$ cat src/rtl/pwm_pio_pkg.sv
// Shared register map and channel mode encoding for the pwm_pio slave.
package pwm_pio_pkg;

  localparam logic [4:0] ADDR_DATA      = 5'h00;
  localparam logic [4:0] ADDR_MODE      = 5'h01;
  localparam logic [4:0] ADDR_PRESCALE  = 5'h02;
  localparam logic [4:0] ADDR_BLINK     = 5'h03;
  localparam logic [4:0] ADDR_SET       = 5'h04;
  localparam logic [4:0] ADDR_CLEAR     = 5'h05;
  localparam logic [4:0] ADDR_DUTY_BASE = 5'h10;

  typedef enum logic [1:0] {
    STATIC = 2'b00,
    BLINK  = 2'b01,
    PWM    = 2'b10,
    OFF    = 2'b11
  } mode_t;

endpackage

$ cat src/rtl/pwm_pio_timebase.sv
// Shared timebase: prescaler tick, free-running PWM counter and blink phase.
module pwm_pio_timebase #(
  parameter int unsigned PWM_BITS      = 8,
  parameter int unsigned PRESCALE_BITS = 16
) (
  input  logic                     clk,
  input  logic                     rst_n,
  input  logic [PRESCALE_BITS-1:0] prescale,
  input  logic [15:0]              blink_half,
  input  logic                     resync,
  output logic                     tick,
  output logic [PWM_BITS-1:0]      pwm_cnt,
  output logic                     blink_phase
);

  logic [PRESCALE_BITS-1:0] pre_cnt;
  logic [15:0]              blink_cnt;

  assign tick = (pre_cnt == prescale);

  // Prescaler, PWM counter and blink half-period counter; resync beats a tick.
  always_ff @(posedge clk or negedge rst_n) begin
    if (!rst_n) begin
      pre_cnt     <= '0;
      pwm_cnt     <= '0;
      blink_cnt   <= '0;
      blink_phase <= 1'b1;
    end else if (resync) begin
      pre_cnt     <= '0;
      pwm_cnt     <= '0;
      blink_cnt   <= '0;
      blink_phase <= 1'b1;
    end else if (tick) begin
      pre_cnt <= '0;
      pwm_cnt <= pwm_cnt + PWM_BITS'(1);
      if (blink_half == '0) begin
        blink_cnt   <= '0;
        blink_phase <= 1'b1;
      end else if (blink_cnt == blink_half - 16'd1) begin
        blink_cnt   <= '0;
        blink_phase <= ~blink_phase;
      end else begin
        blink_cnt <= blink_cnt + 16'd1;
      end
    end else begin
      pre_cnt <= pre_cnt + PRESCALE_BITS'(1);
    end
  end

endmodule

$ cat src/rtl/pwm_pio.sv
// Avalon-MM LED PIO with per-channel static, blink, PWM or off output modes.
module pwm_pio
  import pwm_pio_pkg::*;
#(
  parameter int unsigned WIDTH         = 10,
  parameter int unsigned PWM_BITS      = 8,
  parameter int unsigned PRESCALE_BITS = 16
) (
  input  logic             clk_clk,
  input  logic             reset_reset_n,
  input  logic [4:0]       avs_address,
  input  logic             avs_chipselect,
  input  logic             avs_write,
  input  logic [31:0]      avs_writedata,
  input  logic             avs_read,
  output logic [31:0]      avs_readdata,
  output logic [WIDTH-1:0] pio_export
);

  logic [WIDTH-1:0]         data;
  logic [2*WIDTH-1:0]       mode;
  logic [PRESCALE_BITS-1:0] prescale;
  logic [15:0]              blink_half;
  logic [PWM_BITS-1:0]      duty [WIDTH];

  logic                wr;
  logic                rd;
  logic                resync;
  logic                tick;
  logic [PWM_BITS-1:0] pwm_cnt;
  logic                blink_phase;
  logic [31:0]         rd_mux;
  logic [WIDTH-1:0]    chan_next;
  logic                unused_bits;

  assign wr     = avs_chipselect & avs_write;
  assign rd     = avs_chipselect & avs_read;
  assign resync = wr & ((avs_address == ADDR_PRESCALE) | (avs_address == ADDR_BLINK));

  // Not every write-data bit is stored for every parameterisation; tick is internal to the timebase.
  assign unused_bits = ^{avs_writedata, tick};

  pwm_pio_timebase #(
    .PWM_BITS      (PWM_BITS),
    .PRESCALE_BITS (PRESCALE_BITS)
  ) u_timebase (
    .clk         (clk_clk),
    .rst_n       (reset_reset_n),
    .prescale    (prescale),
    .blink_half  (blink_half),
    .resync      (resync),
    .tick        (tick),
    .pwm_cnt     (pwm_cnt),
    .blink_phase (blink_phase)
  );

  // Register file writes, including SET/CLEAR read-modify-write of DATA.
  always_ff @(posedge clk_clk or negedge reset_reset_n) begin
    if (!reset_reset_n) begin
      data       <= '0;
      mode       <= '0;
      prescale   <= '0;
      blink_half <= '0;
      for (int unsigned i = 0; i < WIDTH; i++) duty[i] <= '0;
    end else if (wr) begin
      case (avs_address)
        ADDR_DATA:     data       <= avs_writedata[WIDTH-1:0];
        ADDR_MODE:     mode       <= avs_writedata[2*WIDTH-1:0];
        ADDR_PRESCALE: prescale   <= avs_writedata[PRESCALE_BITS-1:0];
        ADDR_BLINK:    blink_half <= avs_writedata[15:0];
        ADDR_SET:      data       <= data | avs_writedata[WIDTH-1:0];
        ADDR_CLEAR:    data       <= data & ~avs_writedata[WIDTH-1:0];
        default: begin
          for (int unsigned i = 0; i < WIDTH; i++) begin
            if (avs_address == ADDR_DUTY_BASE + 5'(i)) duty[i] <= avs_writedata[PWM_BITS-1:0];
          end
        end
      endcase
    end
  end

  // Read mux: zero-extended register contents, 0 for write-only and unmapped words.
  always_comb begin
    rd_mux = '0;
    case (avs_address)
      ADDR_DATA:     rd_mux[WIDTH-1:0]         = data;
      ADDR_MODE:     rd_mux[2*WIDTH-1:0]       = mode;
      ADDR_PRESCALE: rd_mux[PRESCALE_BITS-1:0] = prescale;
      ADDR_BLINK:    rd_mux[15:0]              = blink_half;
      default: begin
        for (int unsigned i = 0; i < WIDTH; i++) begin
          if (avs_address == ADDR_DUTY_BASE + 5'(i)) rd_mux[PWM_BITS-1:0] = duty[i];
        end
      end
    endcase
  end

  // Read data is valid for exactly one cycle after the sampling edge, else 0.
  always_ff @(posedge clk_clk or negedge reset_reset_n) begin
    if (!reset_reset_n) avs_readdata <= '0;
    else if (rd)        avs_readdata <= rd_mux;
    else                avs_readdata <= '0;
  end

  for (genvar gi = 0; gi < WIDTH; gi++) begin : g_chan
    logic ch_val;
    // Per-channel output select from its 2-bit mode field.
    always_comb begin
      ch_val = 1'b0;
      case (mode_t'(mode[2*gi +: 2]))
        STATIC:  ch_val = data[gi];
        BLINK:   ch_val = blink_phase & data[gi];
        PWM:     ch_val = (pwm_cnt < duty[gi]);
        default: ch_val = 1'b0;
      endcase
    end
    assign chan_next[gi] = ch_val;
  end

  // Registered pin outputs.
  always_ff @(posedge clk_clk or negedge reset_reset_n) begin
    if (!reset_reset_n) pio_export <= '0;
    else                pio_export <= chan_next;
  end

endmodule

$ cat config.mk
export PLATFORM = sky130hd
export DESIGN_NAME = pwm_pio
export DESIGN_NICKNAME = d
export VERILOG_FILES = /design/src/rtl/pwm_pio_pkg.sv /design/src/rtl/pwm_pio_timebase.sv /design/src/rtl/pwm_pio.sv
export SDC_FILE = /design/constraint.sdc
export NUM_CORES = 1
export LEC_CHECK = 0
export BUFFER_PORTS_ARGS = -buffer_cell sky130_fd_sc_hd__clkbuf_2
export CORE_ASPECT_RATIO = 0.6
export CORE_MARGIN = 1
export CORE_UTILIZATION = 28
export DETAILED_ROUTE_END_ITERATION = 16
export PLACE_DENSITY = 0.46
export SETUP_SLACK_MARGIN = 0.02
export SLEW_MARGIN = 10
export SYNTH_ARGS = -nofsm -noshare
export SYNTH_HDL_FRONTEND = slang
export SYNTH_HIERARCHICAL = 1
export SYNTH_SLANG_ARGS = --single-unit
$ cat constraint.sdc
create_clock -name clk_clk -period 4.2 [get_ports clk_clk]
set_input_delay 0.42 -clock clk_clk [delete_from_list [all_inputs] [get_ports clk_clk]]
set_output_delay 0.42 -clock clk_clk [all_outputs]
set_load 0.005 [all_outputs]
# [After elaboration in Yosys (flattened, before gate mapping)]
# Index checks and enable logic that the tools add are counted.
[word_totals] register_bits=225 input_bits=42 out_inout_bits=42
[op_classes] n_addsub=4 magnitude_cmp=10 n_eq_ne=37 reduce_logical=31 bitwise_logic=19 muxes=38
[ops] cell="two-way mux 16 bit" count=6
[ops] cell="two-way mux 8 bit" count=12
[ops] cell="less-than comparator 8 bit" count=10
[ops] cell="equality test 5 bit, second input constant" count=10
[ops] cell="adder 16 x 1 -> 16 bit, second input constant" count=2
[ops] cell="equality test 16 bit" count=2
[ops] cell="one-hot mux 8 bit (4 select lines)" count=1
[ops] cell="one-hot mux 1 bit (3 select lines)" count=10
[ops] cell="one-hot mux 10 bit (3 select lines)" count=1
[ops] cell="AND reduction 3 bit" count=10
[ops] cell="equality test 2 x 1 -> 1 bit, second input constant" count=10
[ops] cell="equality test 2 bit, second input constant" count=10
[ops] cell="zero test 2 bit" count=10
[ops] cell="two-way mux 20 bit" count=1
[ops] cell="one-hot mux 6 bit (3 select lines)" count=1
[ops] cell="zero test 16 bit" count=1
[ops] cell="subtractor 16 x 1 -> 16 bit, second input constant" count=1
[ops] cell="bitwise AND 1 bit" count=13
[ops] cell="bitwise AND 10 bit" count=1
[ops] cell="equality test 5 x 2 -> 1 bit, second input constant" count=2
[ops] cell="equality test 5 x 3 -> 1 bit, second input constant" count=2
[ops] cell="NOT 10 bit" count=1
[ops] cell="bitwise OR 10 bit" count=1
[ops] cell="AND reduction 2 bit" count=5
[ops] cell="11 further kinds" count=16

# [Depth between registers and ports, before layout]
[depth] depth_word=13 mapped_depth=15

# [Modules after synthesis]
# The synthesis kept the hierarchy.
[modules_own_cells] module="pwm_pio" instances=1 area_per_inst_um2=9648.0 cells_per_inst=950
[modules_own_cells] module="pwm_pio_timebase" instances=1 area_per_inst_um2=2746.4 cells_per_inst=307

# [Worst setup path after synthesis]
# OpenSTA, ideal clock, no wires.
[synth_path] path_kind="input -> register" from="input avs_address[4]" to="register u_timebase.blink_cnt[13]" setup_slack_ns=1.070 setup_ns=0.131 t_required_ns=4.069 t_arrival_ns=2.999 n_path_buf=5 path_stages=15 cell_sequence="buf_2 or3_1 buf_2 nor3_4 buf_6 or2_2 inv_1 o41a_1 clkbuf_1 nor2b_1 and3_1 clkbuf_1 nand3_1 xor2_1 nor2_1"
[synth_via] elab_chain_len=4
[synth_rtl] element="start: declaration" line="pwm_pio.sv:11" source="input logic [4:0] avs_address,"
[synth_rtl] element="equality test 5 x 2 -> 1 bit" line="pwm_pio.sv:38" source="assign resync = wr & ((avs_address == ADDR_PRESCALE) | (avs_address == ADDR_BLINK));"
[synth_rtl] element="bitwise OR 1 bit (*)" line="pwm_pio.sv:38"
[synth_rtl] element="bitwise AND 1 bit (*)" line="pwm_pio.sv:38"
[synth_rtl] element="net resync" line="pwm_pio.sv:28" source="logic resync;"
[synth_rtl] element="two-way mux 16 bit / nonzero test 2 bit (equally long branches)"
[synth_rtl] element="end signal: assignment" line="pwm_pio_timebase.sv:43" source="blink_cnt <= blink_cnt + 16'd1;"
[synth_rtl] element="end: declaration" line="pwm_pio_timebase.sv:17" source="logic [15:0] blink_cnt;"
# Mark *: on every way through the listed nets, which the timed path passes. The rest lies on a longest branch.
# A chain may end at the register's enable or synchronous reset.

# [Final worst setup path]
[layout_path] from="register blink_half[0]" to="register u_timebase.blink_phase"
[layout_via] elab_chain_len=4
[layout_rtl] element="start: declaration" line="pwm_pio.sv:23" source="logic [15:0] blink_half;"
[layout_rtl] element="start signal: assignment" line="pwm_pio.sv:70" source="ADDR_BLINK: blink_half <= avs_writedata[15:0];"
[layout_rtl] element="subtractor 16 x 1 -> 16 bit / zero test 16 bit (equally long branches)" line="pwm_pio_timebase.sv:39, pwm_pio_timebase.sv:36"
[layout_rtl] element="equality test 16 bit / two-way mux 1 bit (equally long branches)" line="pwm_pio_timebase.sv:39, pwm_pio_timebase.sv:36"
[layout_rtl] element="nonzero test 3 bit (no line) / two-way mux 1 bit (equally long branches)"
[layout_rtl] element="AND reduction 2 bit (no line) / two-way mux 1 bit (equally long branches)"
[layout_rtl] element="end signal: assignment" line="pwm_pio_timebase.sv:41" source="blink_phase <= ~blink_phase;"
[layout_rtl] element="end: declaration" line="pwm_pio_timebase.sv:13" source="output logic blink_phase"
# Parallel ways exist; a longest one is shown, timed or not. The select of a mux whose other input is x is not followed.

==> impl_metrics.toml <==
[status]
outcome = "complete, but fails checks"
violations = "negative hold slack"

[final_layout]
final_cells = 1903
multi_input_area_um2 = 6410
syn_to_final_growth_pct = 13.7
layout-drive-gt1-share_pct = 16.5
ff_latch_area_um2 = 5330
fill_cells = 4458
fin_nets = 1425
n_antenna_cell = 0

[placement]
place_inst = 1863
gp_congestion = 0.899
portBuffers = 59
place_ws_ps = 1010
dp_hpwl_um = 31000

[routing]
ant_nets = 0
wl_per_cell_um = 22.1
vias_per_cell = 5.16
drt-initial-drc-count = 1019
drt_first_pass_iters = 5
vias = 9824
wl_um = 42100
drc = 0

[setup_path]
crit_path_start = "blink_half[0]"
crit_path_start_kind = "flop"
rr_startpoint = "blink_half[0]"
cp.buffers_inverters = 1
critPathKind = "flop to flop"
rr_endpoint = "u_timebase/blink_phase"
cp_top_family = "compound AO/OA/AOI/OAI gates"
max_stage_delay_ps = 500
required_ps = 4650
path_cells = "inv_1, ha_1, nor4b_4, nand4_1, nor3b_1, o31ai_1, a2111oi_2, a21oi_2, nor2_2, o22a_1"
crit_arrival_ps = 3690
reg2reg_slack_ps = 950
rr_worst_depth = 10
path_max_fanout = 10
crit_slowest_cell = "o31ai_1"
end_kind = "flop"

[yosys]
syn_area_um2 = 12400
synth_top_area_share_pct = 42.8
synth-edff-count = 0
ys.flop_type = "dfrtp_1"
yosysTopAreaCell = "dfrtp_1"
ys_warn_count = 6
yosysSeqAreaShare_pct = 43.0
synth.distinct_cells = 87
synthArstFlopShare_pct = 100
ys_ff_latch = 213
synth_cells = 1257
synth_area_leaders = "dfrtp_1 43%, ha_1 7.5%, o21ai_0 5.2%"
syn_area_per_cell_um2 = 9.86

[sta]
setup_tns_ps = 0
tightest_slew_ps = 1060
setup_viol = 0
max_freq_mhz = 308
skew_ps = 24.1
slew-limit-headroom_pct = 28.7
fin_ws_ps = 954
hold_violations = 3
fin_crit_sh_pct = 77.3
rsz0062_at_grt = "false"
slew_viol_final = 0
hold_slack_ps = -13.3
min_period_ps = 3250

[grt]
grt_remaining_overflow = 0
grt_max_degree = 120
grt_pass1_wl_um = 63000
antenna_found_initial = 1
grt_pass1_vias = 9459
grt_util_all_layers_pct = 19.0

[floorplan]
die_x_um = 274
start_util_pct = 28.5
core_um2 = 43500
die_area_um2 = 45100
row_count = 59
die_h_um = 165
ios = 84

[power]
p_per_area_nw_per_um2 = 483
p_sw_share_pct = 34.4
intPower_uw = 4460
comb_power_share_pct = 24.9
p_seq_share_pct = 42.5
p_leak_uw = 0.00639
pwr-share-clk_pct = 32.6
ir_drop_mv = 0.232
switching_power_uw = 2340

[cts]
clock_latency_ps = 540
cts_tree = "yes"
path_clk_slew_ps = 60
h-tree-depth = 1
clk_path_buf_depth = 3
root_buffer = "clkbuf_16"
cts_setup_buffers = 0
postCtsResizedCells = 0
holdBufCountCts = 0
cts.sinks = 213
numCtsBuffers = 23

[hold_path]
min_path_type = "input port to asynchronous set/reset pin"

[flow_run]
max-cap-violations = 0
through the flow:
step / utilization, % / instance area (um^2) / total power, uW
after floorplan: - / 12400 / 3870
after global placement: 30.6 / 13300 / 4540
after detailed placement: 30.6 / 13300 / 4580
after CTS: 32.4 / 14100 / 6820
after global routing: 32.4 / 14100 / 7200
final: 32.4 / 14100 / 6800
cell usage after synthesis (20+ instances only):
cell type  instances
a21oi_1           37
clkbuf_1          37
dfrtp_1          212
ha_1              74
inv_1             89
mux2_2            41
mux2_4            20
nand2_1          119
nand3_1           42
nor2_1            63
nor3_1            33
o21ai_0          129
xnor2_1           35
xor2_1            26
cell usage in the layout, fill, tap and decap left out, drive strengths merged, types with 6 or more instances in the layout:
cell type  synthesis  routed
buf               32      27
conb               1      12
nor3b              6       6
nor4               7       7
a21oi             38      38
nand2b            13      13
ha                74      74
dfrtp            212     212
a21boi             7       7
nor2b             14      14
and3              14      14
xnor2             35      35
o221ai             7       7
or3                9       9
a22oi             10      10
mux2              79      79
nand3b             7       7
nor2              65      65
nor3              42      42
clkbuf            37      89
a22o              10      10
inv               89      89
o21ai            131     131
nand2            119     119
and2               6       6
nand4             16      16
mux2i              9       9
a21o               7       7
nand3             43      43
a221oi             8       8
xor2              26      26
area by class of cell:
class                           count  share of cell area (%)
Inverter                           89                    2.37
Tap cell                          579                    5.14
Multi-Input combinational cell    897                    45.5
Timing Repair Buffer               85                    3.55
Sequential cell                   213                    37.8
Clock buffer                       31                    4.58
Clock inverter                      9                    1.07
metal layers:
| metal | up-vias | share of wire, % | GRT usage (%) |
|---|---|---|---|
| li1 | 4561 | - | - |
| met1 | 4875 | 52 | 31.0 |
| met2 | 350 | 37 | 24.7 |
| met3 | 38 | 9.1 | 4.10 |
| met4 | 0 | 1.4 | 3.10 |
| met5 | - | 0 | 0 |
worst max-delay path by stage:
stage | depth (start not counted) | slack, ps | endpoint
6_report | 10 | 950 | u_timebase/blink_phase
3_5_place_dp | 10 | 1010 | u_timebase/blink_phase
5_1_grt | 10 | 710 | u_timebase/blink_phase
2_1_floorplan | 15 | 1070 | u_timebase/blink_cnt[13]
3_3_place_gp | 12 | 1030 | u_timebase/blink_cnt[11]
4_1_cts | 10 | 1000 | u_timebase/blink_phase
kinds of logic after synthesis:
kind of cell    count (synthesis)  share of synthesized area, %
compound gates                281                          14.7
xor+xnor                       61                          4.31
fa+ha+maj                      74                          7.47
buf+inv                       158                          5.68
flops                         213                          43.0
mux                            89                          8.69
other cells                     1                        0.0303
simple gates                  380                          16.1
power groups by stage:
stage          sequential, uW  clock [uW]  combinational, uW
2_1_floorplan            2710           0               1150
3_3_place_gp             2910           0               1640
3_5_place_dp             2910           0               1670
4_1_cts                  2880        2270               1680
5_1_grt                  2930        2360               1910
6_report                 2890        2220               1690
registers in the layout, summed over array words and instances, names as in the netlist:
register,cells
pio_export,10
mode,20
blink_half,16
prescale,16
u_timebase/blink_cnt,16
duty,80
u_timebase/blink_phase,1
avs_readdata,20
data,10
u_timebase/pre_cnt,16
u_timebase/pwm_cnt,8
worst reg2reg max path: stages (launching register included):
cell	delay (ps)
dfrtp_1	460
inv_1	100
ha_1	260
nor4b_4	380
nand4_1	260
nor3b_1	210
o31ai_1	500
a2111oi_2	160
a21oi_2	430
nor2_2	190
o22a_1	240
No activity file was read; power rests on OpenSTA's default activity.
